## src/rtl/uart_tx_fifo.sv

```systemverilog
// -----------------------------------------------------------------------------
// uart_tx_fifo
//
// UART transmitter fed by a small FIFO. The host writes bytes into the FIFO,
// and the transmitter sends each one on TXD as a serial frame. A frame is a
// start bit, the data bits LSB first, an optional parity bit, and one or two
// stop bits. Each bit lasts exactly one period of the CLK_TX baud signal.
//
// Parameters
//   DATA_W     data bits per frame (5..8)
//   PARITY     0 = none, 1 = even, 2 = odd
//   STOP_BITS  stop bits per frame (1 or 2)
//   FIFO_AW    FIFO address width; depth = 2**FIFO_AW
//
// Ports
//   CLK     in   system clock; all logic is rising-edge
//   RST     in   asynchronous reset, active-low
//   CLK_TX  in   baud signal (square wave or pulse), synchronous to CLK
//   DIN     in   data word to queue
//   WR      in   write strobe; DIN is accepted when WR=1 and FULL=0
//   FULL    out  FIFO holds 2**FIFO_AW entries (registered)
//   EMPTY   out  FIFO holds no entries (registered)
//   BUSY    out  a frame is in progress
//   TXD     out  serial line, idles high (registered)
// -----------------------------------------------------------------------------
module uart_tx_fifo #(
  parameter int DATA_W    = 8,
  parameter int PARITY    = 0,
  parameter int STOP_BITS = 1,
  parameter int FIFO_AW   = 2
) (
  input  logic              CLK,
  input  logic              RST,
  input  logic              CLK_TX,
  input  logic [DATA_W-1:0] DIN,
  input  logic              WR,
  output logic              FULL,
  output logic              EMPTY,
  output logic              BUSY,
  output logic              TXD
);

  typedef enum logic [2:0] {
    S_IDLE,
    S_START,
    S_DATA,
    S_PAR,
    S_STOP
  } state_t;

  localparam int DEPTH = 2 ** FIFO_AW;
  localparam int CNT_W = (DATA_W > 1) ? $clog2(DATA_W) : 1;

  localparam logic [FIFO_AW:0]   DEPTH_C   = (FIFO_AW + 1)'(DEPTH);
  localparam logic [FIFO_AW:0]   COUNT_ONE = (FIFO_AW + 1)'(1);
  localparam logic [FIFO_AW-1:0] PTR_ONE   = FIFO_AW'(1);
  localparam logic [CNT_W-1:0]   LAST_BIT  = CNT_W'(DATA_W - 1);
  localparam logic [CNT_W-1:0]   BIT_ONE   = CNT_W'(1);
  localparam logic               LAST_STOP = 1'(STOP_BITS - 1);

  // ---------------------------------------------------------------------------
  // Baud tick: one CLK-wide pulse on each rising edge of CLK_TX, so a square
  // wave and a one-cycle pulse produce the same bit timing.
  // ---------------------------------------------------------------------------
  logic clk_tx_q;
  logic tick;

  // NOTE: clocked blocks use non-blocking assignments so every register
  // samples the values present before the edge, independent of block order.
  always_ff @(posedge CLK or negedge RST) begin
    if (!RST) clk_tx_q <= 1'b0;
    else      clk_tx_q <= CLK_TX;
  end

  assign tick = CLK_TX & ~clk_tx_q;

  // ---------------------------------------------------------------------------
  // FIFO
  // ---------------------------------------------------------------------------
  logic [DATA_W-1:0]  mem [DEPTH];
  logic [FIFO_AW-1:0] wr_ptr;
  logic [FIFO_AW-1:0] rd_ptr;
  logic [FIFO_AW:0]   count;
  logic [FIFO_AW:0]   count_n;
  logic               full_q;
  logic               empty_q;
  logic               wr_en;
  logic               pop;
  logic [DATA_W-1:0]  head;

  // A write arriving while FULL is dropped, even when a pop frees a slot in
  // the same cycle.
  assign wr_en = WR & ~full_q;
  assign head  = mem[rd_ptr];

  // NOTE: the storage array has no reset. Reset clears the pointers and the
  // count, so stale entries are unreachable and need no clearing.
  always_ff @(posedge CLK) begin
    if (wr_en) mem[wr_ptr] <= DIN;
  end

  always_comb begin
    count_n = count;
    unique case ({wr_en, pop})
      2'b10:   count_n = count + COUNT_ONE;
      2'b01:   count_n = count - COUNT_ONE;
      default: count_n = count;
    endcase
  end

  // The flags are registered from the next count, so they change on the same
  // edge as the count itself.
  always_ff @(posedge CLK or negedge RST) begin
    if (!RST) begin
      wr_ptr  <= '0;
      rd_ptr  <= '0;
      count   <= '0;
      full_q  <= 1'b0;
      empty_q <= 1'b1;
    end else begin
      if (wr_en) wr_ptr <= wr_ptr + PTR_ONE;
      if (pop)   rd_ptr <= rd_ptr + PTR_ONE;
      count   <= count_n;
      full_q  <= (count_n == DEPTH_C);
      empty_q <= (count_n == '0);
    end
  end

  // ---------------------------------------------------------------------------
  // Frame FSM. State and TXD change only on tick cycles. TXD is registered, so
  // the line changes one CLK after the tick.
  // ---------------------------------------------------------------------------
  state_t            state;
  state_t            state_n;
  logic [DATA_W-1:0] sr;
  logic [DATA_W-1:0] sr_n;
  logic [CNT_W-1:0]  bit_cnt;
  logic [CNT_W-1:0]  bit_cnt_n;
  logic              stop_cnt;
  logic              stop_cnt_n;
  logic              par_bit;
  logic              par_bit_n;
  logic              txd_q;
  logic              txd_n;

  always_ff @(posedge CLK or negedge RST) begin
    if (!RST) begin
      state    <= S_IDLE;
      sr       <= '0;
      bit_cnt  <= '0;
      stop_cnt <= 1'b0;
      par_bit  <= 1'b0;
      txd_q    <= 1'b1;
    end else begin
      state    <= state_n;
      sr       <= sr_n;
      bit_cnt  <= bit_cnt_n;
      stop_cnt <= stop_cnt_n;
      par_bit  <= par_bit_n;
      txd_q    <= txd_n;
    end
  end

  always_comb begin
    // NOTE: every variable gets a default first, so no path through the block
    // can leave one unassigned and infer a latch.
    state_n    = state;
    sr_n       = sr;
    bit_cnt_n  = bit_cnt;
    stop_cnt_n = stop_cnt;
    par_bit_n  = par_bit;
    txd_n      = txd_q;
    pop        = 1'b0;

    if (tick) begin
      unique case (state)
        S_IDLE: begin
          if (!empty_q) pop = 1'b1;
        end
        S_START: begin
          txd_n     = sr[0];
          sr_n      = sr >> 1;
          bit_cnt_n = '0;
          state_n   = S_DATA;
        end
        S_DATA: begin
          if (bit_cnt == LAST_BIT) begin
            if (PARITY != 0) begin
              txd_n   = par_bit;
              state_n = S_PAR;
            end else begin
              txd_n      = 1'b1;
              stop_cnt_n = 1'b0;
              state_n    = S_STOP;
            end
          end else begin
            txd_n     = sr[0];
            sr_n      = sr >> 1;
            bit_cnt_n = bit_cnt + BIT_ONE;
          end
        end
        S_PAR: begin
          txd_n      = 1'b1;
          stop_cnt_n = 1'b0;
          state_n    = S_STOP;
        end
        S_STOP: begin
          if (stop_cnt == LAST_STOP) begin
            // A queued word starts its frame immediately, with no idle gap.
            if (!empty_q) pop = 1'b1;
            else          state_n = S_IDLE;
          end else begin
            stop_cnt_n = stop_cnt + 1'b1;
          end
        end
        default: begin
          txd_n   = 1'b1;
          state_n = S_IDLE;
        end
      endcase

      // Parity is taken from the word as it leaves the FIFO, before shifting
      // destroys it.
      if (pop) begin
        sr_n      = head;
        par_bit_n = (PARITY == 2) ? ~^head : ^head;
        txd_n     = 1'b0;
        state_n   = S_START;
      end
    end
  end

  assign TXD   = txd_q;
  assign BUSY  = (state != S_IDLE);
  assign FULL  = full_q;
  assign EMPTY = empty_q;

endmodule

```

## config.mk

```make
export PLATFORM = sky130hd
export DESIGN_NAME = uart_tx_fifo
export DESIGN_NICKNAME = d
export VERILOG_FILES = /design/src/rtl/uart_tx_fifo.sv
export SDC_FILE = /design/constraint.sdc
export NUM_CORES = 1
export LEC_CHECK = 0
export CAP_MARGIN = 0
export CORE_ASPECT_RATIO = 2
export CORE_MARGIN = 1.5
export CORE_UTILIZATION = 56
export CTS_BUF_LIST = sky130_fd_sc_hd__clkbuf_8
export CTS_CLUSTER_DIAMETER = 120
export CTS_CLUSTER_SIZE = 24
export DETAILED_ROUTE_END_ITERATION = 12
export GPL_TIMING_DRIVEN = 0
export PLACE_DENSITY = 0.76
export SYNTH_ARGS = -nofsm -noshare
export SYNTH_HDL_FRONTEND = slang
export SYNTH_SLANG_ARGS = --single-unit
export TNS_END_PERCENT = 5
```

## constraint.sdc

```tcl
create_clock -name CLK -period 4.78 [get_ports CLK]
set_input_delay 1.195 -clock CLK [delete_from_list [all_inputs] [get_ports CLK]]
set_output_delay 1.195 -clock CLK [all_outputs]
set_load 0.01 [all_outputs]
```

== Yosys cells after proc, flatten, opt, wreduce, memory -nomap -nowiden ==
Memories as Yosys holds them, arrays and structs flattened.
Cells that the tools add are included.

* Bits in registers: 26
* Bits in latches: 0
* Bits in writable memories: 32
* Bits in read-only memories: 0
* Input port bits: 12
* Output and inout port bits: 4
* Logic and storage cells: 74
* Memories kept: 1

* $add $sub $neg: 6
* Multipliers: 0
* Div/mod/pow operators: 0
* Order comparisons: 0
* Equality and inequality tests: 16
* Shift operators: 0
* Mux-type cells: 24
* Bitwise operators: 4
* Reduce and logical (&&, ||, !) cells: 12

{| class="wikitable"
|+ Memories
! memory !! words !! width !! rd ports !! clocked after Yosys merged registers in !! write ports !! line !! RTL
|-
| mem || 4 || 8 || 1 || 0 || 1 || 80 || <nowiki>logic [DATA_W-1:0] mem [DEPTH];</nowiki>
|}

{| class="wikitable"
|+ Operator list
! cell !! count
|-
| two-way mux 8 bit || 2
|-
| case mux 8 bit (2 select lines) || 1
|-
| two-way mux 3 bit || 5
|-
| case mux 3 bit (5 select lines) || 1
|-
| inequality test 3 bit, second input constant || 4
|-
| case mux 3 bit (2 select lines) || 2
|-
| two-way mux 1 bit || 10
|-
| equality test 3 bit, second input constant || 3
|-
| AND reduction 3 bit || 3
|-
| nonzero test 3 bit || 3
|-
| adder 3 x 1 -> 3 bit, second input constant || 2
|-
| equality test 3 x 2 -> 1 bit, second input constant || 2
|-
| zero test 3 bit || 2
|-
| inequality test 2 bit, second input constant || 3
|-
| case mux 1 bit (3 select lines) || 2
|-
| AND reduction 5 bit || 1
|-
| adder 2 x 1 -> 2 bit, second input constant || 2
|-
| equality test 3 x 1 -> 1 bit, second input constant || 1
|-
| subtractor 3 x 1 -> 3 bit, second input constant || 1
|-
| AND 1 bit || 2
|-
| equality test 2 x 1 -> 1 bit, second input constant || 1
|-
| equality test 2 bit, second input constant || 1
|-
| inequality test 2 x 1 -> 1 bit, second input constant || 1
|-
| NOT 1 bit || 2
|-
| other kinds (5) || 5
|}

== Logic depth before layout (Yosys ltp) ==
* Depth in word-level cells: 8
* Mapped depth: 11
* Depth with buffers taken out: 9

== Worst setup path after synthesis ==
No wires, ideal clock.

* Kind: in2reg
* From: in CLK_TX
* To: reg count[2]
* Setup time: 124 ps
* Arrival time: 3356 ps
* Required time: 4656 ps
* Setup slack: 1300 ps
* Stages on the path: 11
* Buffers on the path: 2
* Cells stage by stage: or4b_1 -> buf_2 -> or2_0 -> buf_6 -> inv_2 -> ha_1 -> inv_1 -> fa_1 -> xor2_1 -> o21a_1 -> or2_1

* Word-level cells in the longest chain between the ends: 4
* Elaborated cells between the ends (all ways): 5
* Classes of those cells: eq/ne (2); mux (2); bitwise (1)

{| class="wikitable"
|+ Ends and longest elaborated chain
! element !! line !! RTL
|-
| start, declared || 34 || <nowiki>input logic CLK_TX,</nowiki>
|-
| AND 1 bit (*) || 75 || <nowiki>assign tick = CLK_TX & ~clk_tx_q;</nowiki>
|-
| two-way mux 1 bit (*) || 175 || <nowiki>if (tick) begin</nowiki>
|-
| equality test 2 x 1 -> 1 bit or equality test 2 bit (tied branches) || 104 || <nowiki>unique case ({wr_en, pop})</nowiki>
|-
| case mux 3 bit (2 select lines) (*) || 104 ||
|-
| via count_n[2] || 84 || <nowiki>logic [FIFO_AW:0] count_n;</nowiki>
|-
| end signal, assigned || 123 || <nowiki>count <= count_n;</nowiki>
|-
| end, declared || 83 || <nowiki>logic [FIFO_AW:0] count;</nowiki>
|}

The timed path passes the listed nets; every way through them passes the cells marked *.
A chain may end at the register's enable or synchronous reset.

== Worst setup path after layout ==
Ends and elaborated chain as after synthesis.

==> summary.md <==
| Metric | Value |
|---|---|
| Top-level I/O count | `16` |
| Die Height | `97.9 µm` |
| Outcome | `complete, no violations` |
| Launching point of the worst reg2reg path | `state[0]` |
| Number of sinks on the clock net | `57` |
| Share of the synthesized area in compound gates (AO/OA/AOI/OAI) | `0.101` |
| Post-layout nets | `218` |
| Number of DRC markers in iteration 0 | `30` |
| Post-Synth Adder-Cell Area | `0.0427` |
| Number of fillers in the final layout | `331` |
| Mean cell area of the mapped netlist | `14.7 µm²` |
| Post-synth top area share | `0.381` |
| Number of vias per cell after detailed routing | `5.61` |
| DP HPWL | `3.21 mm` |
| Cell area after synthesis | `2520 µm²` |
| Number of maximum-capacitance violations | `0` |
| CTS Hold Bufs | `0` |
| Worst min path class | `reg -> reg` |
| P_leak | `1.16 nW` |
| Type of the worst setup path | `in -> reg` |
| Maximum clock insertion buffer count | `2` |
| Average wire length per cell after detail routing | `16.8 µm` |
| Part of the cycle the worst path needs | `0.815` |
| Clock Tree Root | `sky130_fd_sc_hd__clkbuf_8` |
| First-pass GRT wire length | `7.22 mm` |
| Core Footprint | `4340 µm²` |
| Initial core utilization | `0.581` |
| Share of final-layout standard cells stronger than drive strength 1 | `0.177` |
| Area share of xor/xnor cells in the synthesized design | `0.0174` |
| Cell accounting for the most synthesized area | `sky130_fd_sc_hd__edfxtp_1` |
| Most used DFF post-synth | `sky130_fd_sc_hd__edfxtp_1` |
| Overall Global Routing Usage | `0.201` |
| Iteration count of the initial detailed-routing pass | `4` |
| Pin count of the biggest net entering global routing | `26` |
| Register bit count reported by yosys | `57` |
| Worst R2R Setup Slack | `1.73 ns` |
| Post-route ant nets | `0` |
| Kind of launch point of the worst setup path | `input pin` |
| Total CTS buffers | `9` |
| H-tree levels | `3` |
| Total of cells resized after clock tree synthesis | `0` |
| Worst slew margin relative to its limit | `0.251` |
| GPL Wtd Cong | `0.721` |
| Final Critical Period | `3.89 ns` |
| Endpoint of the most critical register-to-register path | `count[2]` |
| Largest vdd supply drop | `0.438 mV` |
| Actual slew at the worst max-slew pin | `1.12 ns` |
| Final setup viols | `0` |
| Power Dens Cells | `609 nW/µm²` |
| CTS tree | `built` |
| Post-route standard cell area excluding fillers | `2950 µm²` |
| Final Skew | `0.00598 ns` |
| Syn Nets | `192` |
| Post-synth top cells | `sky130_fd_sc_hd__edfxtp_1, sky130_fd_sc_hd__dfrtp_1, sky130_fd_sc_hd__inv_1` |
| Count of unique library cells instantiated by Yosys | `37` |
| Setup total negative slack | `0 ns` |
| Simple logic cell fraction of the synthesized area | `0.0799` |
| Most instantiated library cell after synthesis | `sky130_fd_sc_hd__edfxtp_1` |
| Path depth of the worst reg2reg path | `11` |
| Hold Crit Endpoint | `TXD` |
| CP Data Required Time | `4.99 ns` |
| Min-Delay Path Depth | `2` |
| Area after detailed placement | `2740 µm²` |
| Post-synthesis instance total | `172` |
| Vias in the first global route | `1,548` |
| Setup repair after global routing missed its margin | `false` |
| Max-slew violations | `0` |
| Share of the yosys chip area belonging to registers | `0.630` |
| Total vias in the final route | `1,443` |
| CTS clk-pin slew, worst paths | `0.06 ns` |
| Main combinational cell family by area after synthesis | `compound AO/OA/AOI/OAI gates` |
| Mux contribution to synthesized area | `0.0839` |
| Worst Setup End Kind | `register` |
| Final antenna diode count | `0` |
| Final Hold Vio Count | `0` |
| Achievable Freq | `257 MHz` |
| Startpoint of the tightest hold check path | `TXD` |
| Chip width | `50.4 µm` |
| Syn. warnings | `0` |
| Clock latency on the worst-skew pair | `0.33 ns` |
| Arr. time, crit path | `4.10 ns` |
| Die Footprint | `4940 µm²` |
| Leading cell types by total area after synthesis | `sky130_fd_sc_hd__edfxtp_1, sky130_fd_sc_hd__dfrtp_1, sky130_fd_sc_hd__mux4_2` |
| Number of rows in the core area | `34` |
| Number of flops mapped to enable cells by yosys | `32` |
| Post-CTS Setup Repair Bufs | `0` |
| Sum of routed wire length over all layers | `4.32 mm` |
| Congestion Overflow GR | `0` |
| Remaining routing DRC violations | `0` |
| Largest driver fanout on the critical path | `10` |
| Number of antenna violations at the first check in global routing | `0` |
| Count of input and output buffers | `15` |
| Async SR Flop Fraction | `0.439` |
| Critical Path Source | `CLK_TX` |
| Area growth from synthesis to final layout | `17.0%` |
kinds of logic (layout without fill, tap and decap cells):
logic type | count (synthesis) | count (layout)
adders and majority gates | 8 | 8
DFF | 57 | 57
and+or+nand+nor | 35 | 35
buffers and inverters | 27 | 58
xor gates and xnor gates | 5 | 5
AOI/OAI and AO/OA | 29 | 29
muxes | 11 | 11
metal layers:
| metal | vias to the layer above | track usage | part of all wire |
|---|---|---|---|
| met3 | 10 | 0.0596 | 0.029 |
| met4 | 0 | 0.0852 | 0.022 |
| met2 | 29 | 0.359 | 0.60 |
| met5 | - | 0 | 0 |
| met1 | 722 | 0.212 | 0.35 |
| li1 | 682 | - | - |
how the worst max path moves through the flow:
stage,to,depth (start not counted)
final,count[2],12
after global routing,count[2],12
after CTS,count[2],12
after detailed placement,count[2],12
after global placement,count[2],12
after floorplan,count[2],11
cell type report:
class | count | area (µm²) | area share
Clock inverter | 7 | 86.3 | 0.0293
Tap cell | 54 | 67.6 | 0.0229
Multi-Input combinational cell | 88 | 820 | 0.278
Sequential cell | 57 | 1590 | 0.539
Buffer | 10 | 48.8 | 0.0165
Timing Repair Buffer | 15 | 150 | 0.0509
Inverter | 17 | 63.8 | 0.0216
Clock buffer | 9 | 124 | 0.0420
layout by cell type (no fill, tap or decap), types with 3 or more instances in the layout:
cell type and n:
sky130_fd_sc_hd__a211oi_1 8, sky130_fd_sc_hd__a21oi_1 3, sky130_fd_sc_hd__a311oi_2 7, sky130_fd_sc_hd__and2_1 4
sky130_fd_sc_hd__buf_2 3, sky130_fd_sc_hd__clkbuf_1 6, sky130_fd_sc_hd__clkbuf_8 9, sky130_fd_sc_hd__clkdlybuf4s50_1 15
sky130_fd_sc_hd__dfrtp_1 23, sky130_fd_sc_hd__edfxtp_1 32, sky130_fd_sc_hd__ha_1 7, sky130_fd_sc_hd__inv_1 17
sky130_fd_sc_hd__mux4_2 8, sky130_fd_sc_hd__nand2_1 6, sky130_fd_sc_hd__nor2b_1 3, sky130_fd_sc_hd__nor3_1 10
sky130_fd_sc_hd__nor3b_1 3, sky130_fd_sc_hd__o21ai_1 3, sky130_fd_sc_hd__xnor2_1 3
stage by stage:
stage	setup WS, ns	std cells	total power (W)	hold slack, ns	utilization
5_1_grt	0.752	257	0.00192	0.515	0.680
2_1_floorplan	1.30	172	0.00117	0.475	-
6_report	0.886	257	0.00180	0.484	0.680
3_3_place_gp	0.672	241	0.00129	0.461	0.631
4_1_cts	0.887	257	0.00182	0.492	0.680
3_5_place_dp	0.537	241	0.00135	0.483	0.631
registers in the layout, indices dropped and copies added (netlist names):
register / count
rd_ptr: 2
wr_ptr: 2
FULL: 1
sr: 8
TXD: 1
EMPTY: 1
state: 3
count: 3
mem: 32
clk_tx_q: 1
bit_cnt: 3
report_power, final:
group / switching, W / internal (W)
sequential: 0.0000800 / 0.000683
clock: 0.000180 / 0.000289
combinational: 0.000292 / 0.000273
total: 0.000552 / 0.00124
worst max-delay path: stages:
cell and delay [ns]:
sky130_fd_sc_hd__clkdlybuf4s50_1 0.51, sky130_fd_sc_hd__or4b_1 0.45, sky130_fd_sc_hd__buf_2 0.20, sky130_fd_sc_hd__or2_0 0.23, sky130_fd_sc_hd__buf_6 0.16, sky130_fd_sc_hd__inv_2 0.07, sky130_fd_sc_hd__ha_1 0.18, sky130_fd_sc_hd__inv_1 0.07
sky130_fd_sc_hd__fa_1 0.41, sky130_fd_sc_hd__xor2_1 0.19, sky130_fd_sc_hd__o21a_1 0.19, sky130_fd_sc_hd__or2_1 0.23
Note: power is estimated with default switching activity, not from simulation.
==> RTL edit 1 (same settings) <==
Encoding of `state_t`: now one-hot (5 bits for 5 states).
--- a/src/rtl/uart_tx_fifo.sv
+++ b/src/rtl/uart_tx_fifo.sv
@@ -42,8 +42,8 @@
 
-  typedef enum logic [2:0] {
-    S_IDLE,
-    S_START,
-    S_DATA,
-    S_PAR,
-    S_STOP
+  typedef enum logic [4:0] {
+    S_IDLE  = 5'b00001,
+    S_START = 5'b00010,
+    S_DATA  = 5'b00100,
+    S_PAR   = 5'b01000,
+    S_STOP  = 5'b10000
   } state_t;
Formal check against the unedited RTL: same outputs for any inputs over 10 cycles, from zero or initial values and one cycle with RST low; not proved beyond that.
==> RTL edit 1 against the original RTL <==
First-iteration DRC count rose by 50%; non-clock buffer count rose by 5; cell area rose by 5.0%; sequential cell count rose by 1; synthesized area rose by 5.7%; power rose by 7.8%; worst setup slack improved by 0.17 ns; register-to-register slack improved by 0.30 ns; worst hold slack improved by 0.020 ns; count of clock-buffer cells in the layout did not move; wire length rose by 12%; highest routed layer unchanged.
==> RTL edit 1: results (changes against the original RTL) <==
FF-to-FF End=FULL; Commonest cells post-synth=32 x edfxtp_1, 23 x dfrtp_1, 20 x inv_1; CTS clock-pin slew for the worst setup and hold paths=approximately 0.070 ns; Final nets=236 (+8.3%); Max VDD drop=0.0004874 V (+11%); DRT Pass-1 Iters=4 (unchanged); leading registers by flop count=mem: 32 flops, sr: 8 flops, state: 4 flops; r2r setup slk=2.03 ns (+0.30 ns); R2R cell count=10 (-1); Critical Path Sink Type=flop; Hold WC Path Type=flop to flop; clk_skew=0.003075 ns (-0.002909 ns); post-synthesis async set-or-reset flop share=44.83% (+0.97 points); crit path DAT=3.98 ns (-0.12 ns); Tightest Pin Transition=0.7540 ns (-0.3659 ns); register area share after synthesis=60.61% (-2.4 points); top cells by area, synth=edfxtp_1 36%, dfrtp_1 22%, mux4_2 6.8%; Antenna Violating Nets Remaining=0 (unchanged); initial antenna violation count=0 (unchanged); Skew-Pair Late Insertion Delay=0.32 ns; initial drt markers=45 (+50%); pin count of the biggest net entering global routing=27 (+3.8%); first-pass GRT wire length=8.128 mm (+13%); layout filler cell count=333 (+0.60%); post-CTS repair timing setup buffer count=0 (unchanged); Routability Congestion=0.8864 (+23%); critical path startpoint=CLK_TX; Num CTS Buffers=9 (unchanged); Tot GR Track Use=21.66% (+1.6 points); Root Driver=clkbuf_8; worst r2r src=state[1]; fraction of layout cells with a size suffix above 1=19.91% (+2.2 points); hold path startpoint=TXD; Lkg Pwr=0.001191 µW (+2.9%); vias in the first global route=1798 (+16%); top_reg_cell synth=edfxtp_1; status=complete, no violations; n_diodes=0 (unchanged); CP max-delay cell=clkdlybuf4s50_1; Wirelength per Cell=17.55 µm (+4.4%); Final HPWL DP=3.521 mm (+9.7%); Synthesized Nets=210 (+9.4%); Max Root-Sink Buffers=2 (unchanged); final-report hold violation count=0 (unchanged); Netlist cell types=48 (+30%); via count=1647 (+14%); Critical Path Max Stage Delay=0.57 ns (+0.06 ns)
==> RTL edit 1: how the worst min path moves through the flow <==
stage	end	cells after the start
global placement	TXD	1
CTS	TXD	1
global route	TXD	1
floorplan	sr[7]	1
finish	TXD	1
detailed placement	TXD	1
==> RTL edit 1: per-layer routing <==
layer	vias up	track usage, %	part of all wire (%)
met2	35	39.25	57
met1	831	22.41	38
met5	-	0	0
li1	768	-	-
met4	0	11.94	2.7
met3	13	4.154	2.8
==> RTL edit 1: layout make-up <==
cell class                 instances  area [µm²]  share of cell area [%]
timing repair buffer              15       145.1                   4.687
multi-input combinational         97       884.6                   28.57
sequential                        58        1615                   52.16
buffer                            15       90.09                   2.909
tap                               55       68.82                   2.222
inverter                          20       75.07                   2.424
clock buffer                       9       123.9                   4.000
clock inverter                     7       93.84                   3.030
==> RTL edit 1: power breakdown <==
group | internal [µW] | leakage, µW | switching, µW
combinational | 312 | 0.000483 | 366
clock | 292 | 0.000105 | 190
sequential | 701 | 0.000602 | 75.7
==> RTL edit 1: cells by family after synthesis <==
group	share of synthesized area (%)
buffers and inverters	6.196
AND/OR/NAND/NOR	9.390
adder cells (fa/ha/maj)	4.037
multiplexers	8.357
flip-flops	60.61
XOR/XNOR	1.972
AO/OA/AOI/OAI	9.437
==> RTL edit 1: stage by stage <==
| stage | setup slack (ns) | cell area, µm² | total power, µW | hold WS [ns] | std cells |
|---|---|---|---|---|---|
| 2_1_floorplan | 1.505 | 2665 | 1268 | 0.4850 | 190 |
| 3_3_place_gp | 0.8202 | 2884 | 1416 | 0.4734 | 260 |
| 3_5_place_dp | 0.7564 | 2884 | 1465 | 0.4899 | 260 |
| 4_1_cts | 1.086 | 3102 | 1951 | 0.5004 | 276 |
| 5_1_grt | 0.8985 | 3097 | 2051 | 0.5028 | 276 |
| 6_report | 1.060 | 3097 | 1936 | 0.5039 | 276 |
==> RTL edit 2 (config.mk and constraints unchanged) <==
Made on the original files. Change the parameter `FIFO_AW` from 2 to 1. Comments in the files are not updated.
--- a/src/rtl/uart_tx_fifo.sv
+++ b/src/rtl/uart_tx_fifo.sv
@@ -29,3 +29,3 @@
   parameter int STOP_BITS = 1,
-  parameter int FIFO_AW   = 2
+  parameter int FIFO_AW   = 1
 ) (
Behaviour: not the same (a bounded check fails within 4 cycles, from zero or initial values and one cycle with RST low).
==> RTL edit 2 against the original RTL <==
Sequential cell count fell by 19; power down 32%; critical endpoint is now EMPTY; largest power group unchanged; via count shrank 28%; wire length fell by 35%; cell area down 33%; worst setup slack improved by 0.56 ns; maximum frequency increased by 17%; synthesized area decreased by 34%; die area fell by 32%; non-clock buffer count fell by 3.
==> RTL edit 2: results (changes against the original RTL) <==
status=complete, no violations; register area share after synthesis=61.69% (-1.3 points); Post-Syn Instances=123 (-28%); layout filler cell count=205 (-38%); Commonest cells post-synth=20 x dfrtp_1, 16 x edfxtp_1, 9 x a21oi_1, 9 x mux2i_1, 8 x a211oi_1; leading registers by flop count=mem: 16 flops, sr: 8 flops; vias in the first global route=1127 (-27%); initial drt markers=14 (-53%); top_reg_cell synth=dfrtp_1; via count=1037 (-28%); post-synthesis adder-cell area fraction=2.240% (-2.0 points); total length of routed wires=2.818 mm (-35%); Skew-Pair Late Insertion Delay=0.29 ns (-0.04 ns); Max VDD drop=0.0003297 V (-25%); fraction of layout cells with a size suffix above 1=15.07% (-2.7 points); Netlist cell types=35 (-5.4%); DRT Pass-1 Iters=5 (+1); Via density=5.926 (+5.5%); post-synthesis compound-gate area fraction=16.58% (+6.5 points); Num CTS Buffers=5 (-4); Tot GR Track Use=19.69% (-0.42 points); met2 usage=38.44% (+2.5 points); crit path DAT=3.55 ns (-0.55 ns); met1 Resource Use GR=17.02% (-4.2 points); Final HPWL DP=2.128 mm (-34%); Final nets=160 (-27%); GRT met3 Usage=5.393% (-0.57 points); Synth top area share=29.87% (-8.2 points)
==> RTL edit 2: cell types whose count changed in the layout (fill, tap and decap cells not counted), moves of 4 or more <==
cell      before  now
a21oi_1        3    9
inv_1         17    5
mux2i_1        2    9
edfxtp_1      32   16
mux4_2         8    0
clkbuf_8       9    5
a311oi_2       7    0
nor3_1        10    0
ha_1           7    3
a221oi_2       0    7
==> RTL edit 2: path summary, 6_finish.rpt <==
| path | slack (ns) | cells after the start | startpoint | endpoint |
|---|---|---|---|---|
| setup / recovery | 1.45 | 8 | CLK_TX | EMPTY |
| hold / removal | 0.47 | 2 | TXD | TXD |
| setup reg to reg | 2.37 | 6 | state[1] | EMPTY |
| hold reg to reg | 0.47 | 2 | TXD | TXD |
| max in group asynchronous | 2.70 | 1 | RST | sr[5] |
| min in group asynchronous | 1.46 | 1 | RST | state[0] |
==> RTL edit 2: area by class of cell <==
type                    instances  area [µm²]  share of cell area [%]
clock inverters                 3       40.04                   2.032
clock buffers                   5       68.82                   3.492
repair buffers                 15       150.1                   7.619
flip-flops and latches         38        1033                   52.44
multi-input cells              73       584.3                   29.65
well taps                      29       36.28                   1.841
inverters                       5       18.77                  0.9524
plain buffers                   7       38.79                   1.968
==> RTL edit 2: worst max-delay path, delay by kind of cell <==
| kind | cells | cell delay (ns) |
|---|---|---|
| simple gates | 4 | 0.94 |
| buf+inv | 3 | 1.10 |
| fa+ha+maj | 1 | 0.32 |
==> RTL edit 2: power by group through the flow <==
stage / sequential (µW) / clock, µW / combinational, µW
after floorplan: 526 / 0 / 315
after global placement: 532 / 0 / 409
after detailed placement: 540 / 0 / 426
after CTS: 534 / 264 / 432
after global routing: 545 / 279 / 469
final: 533 / 257 / 424
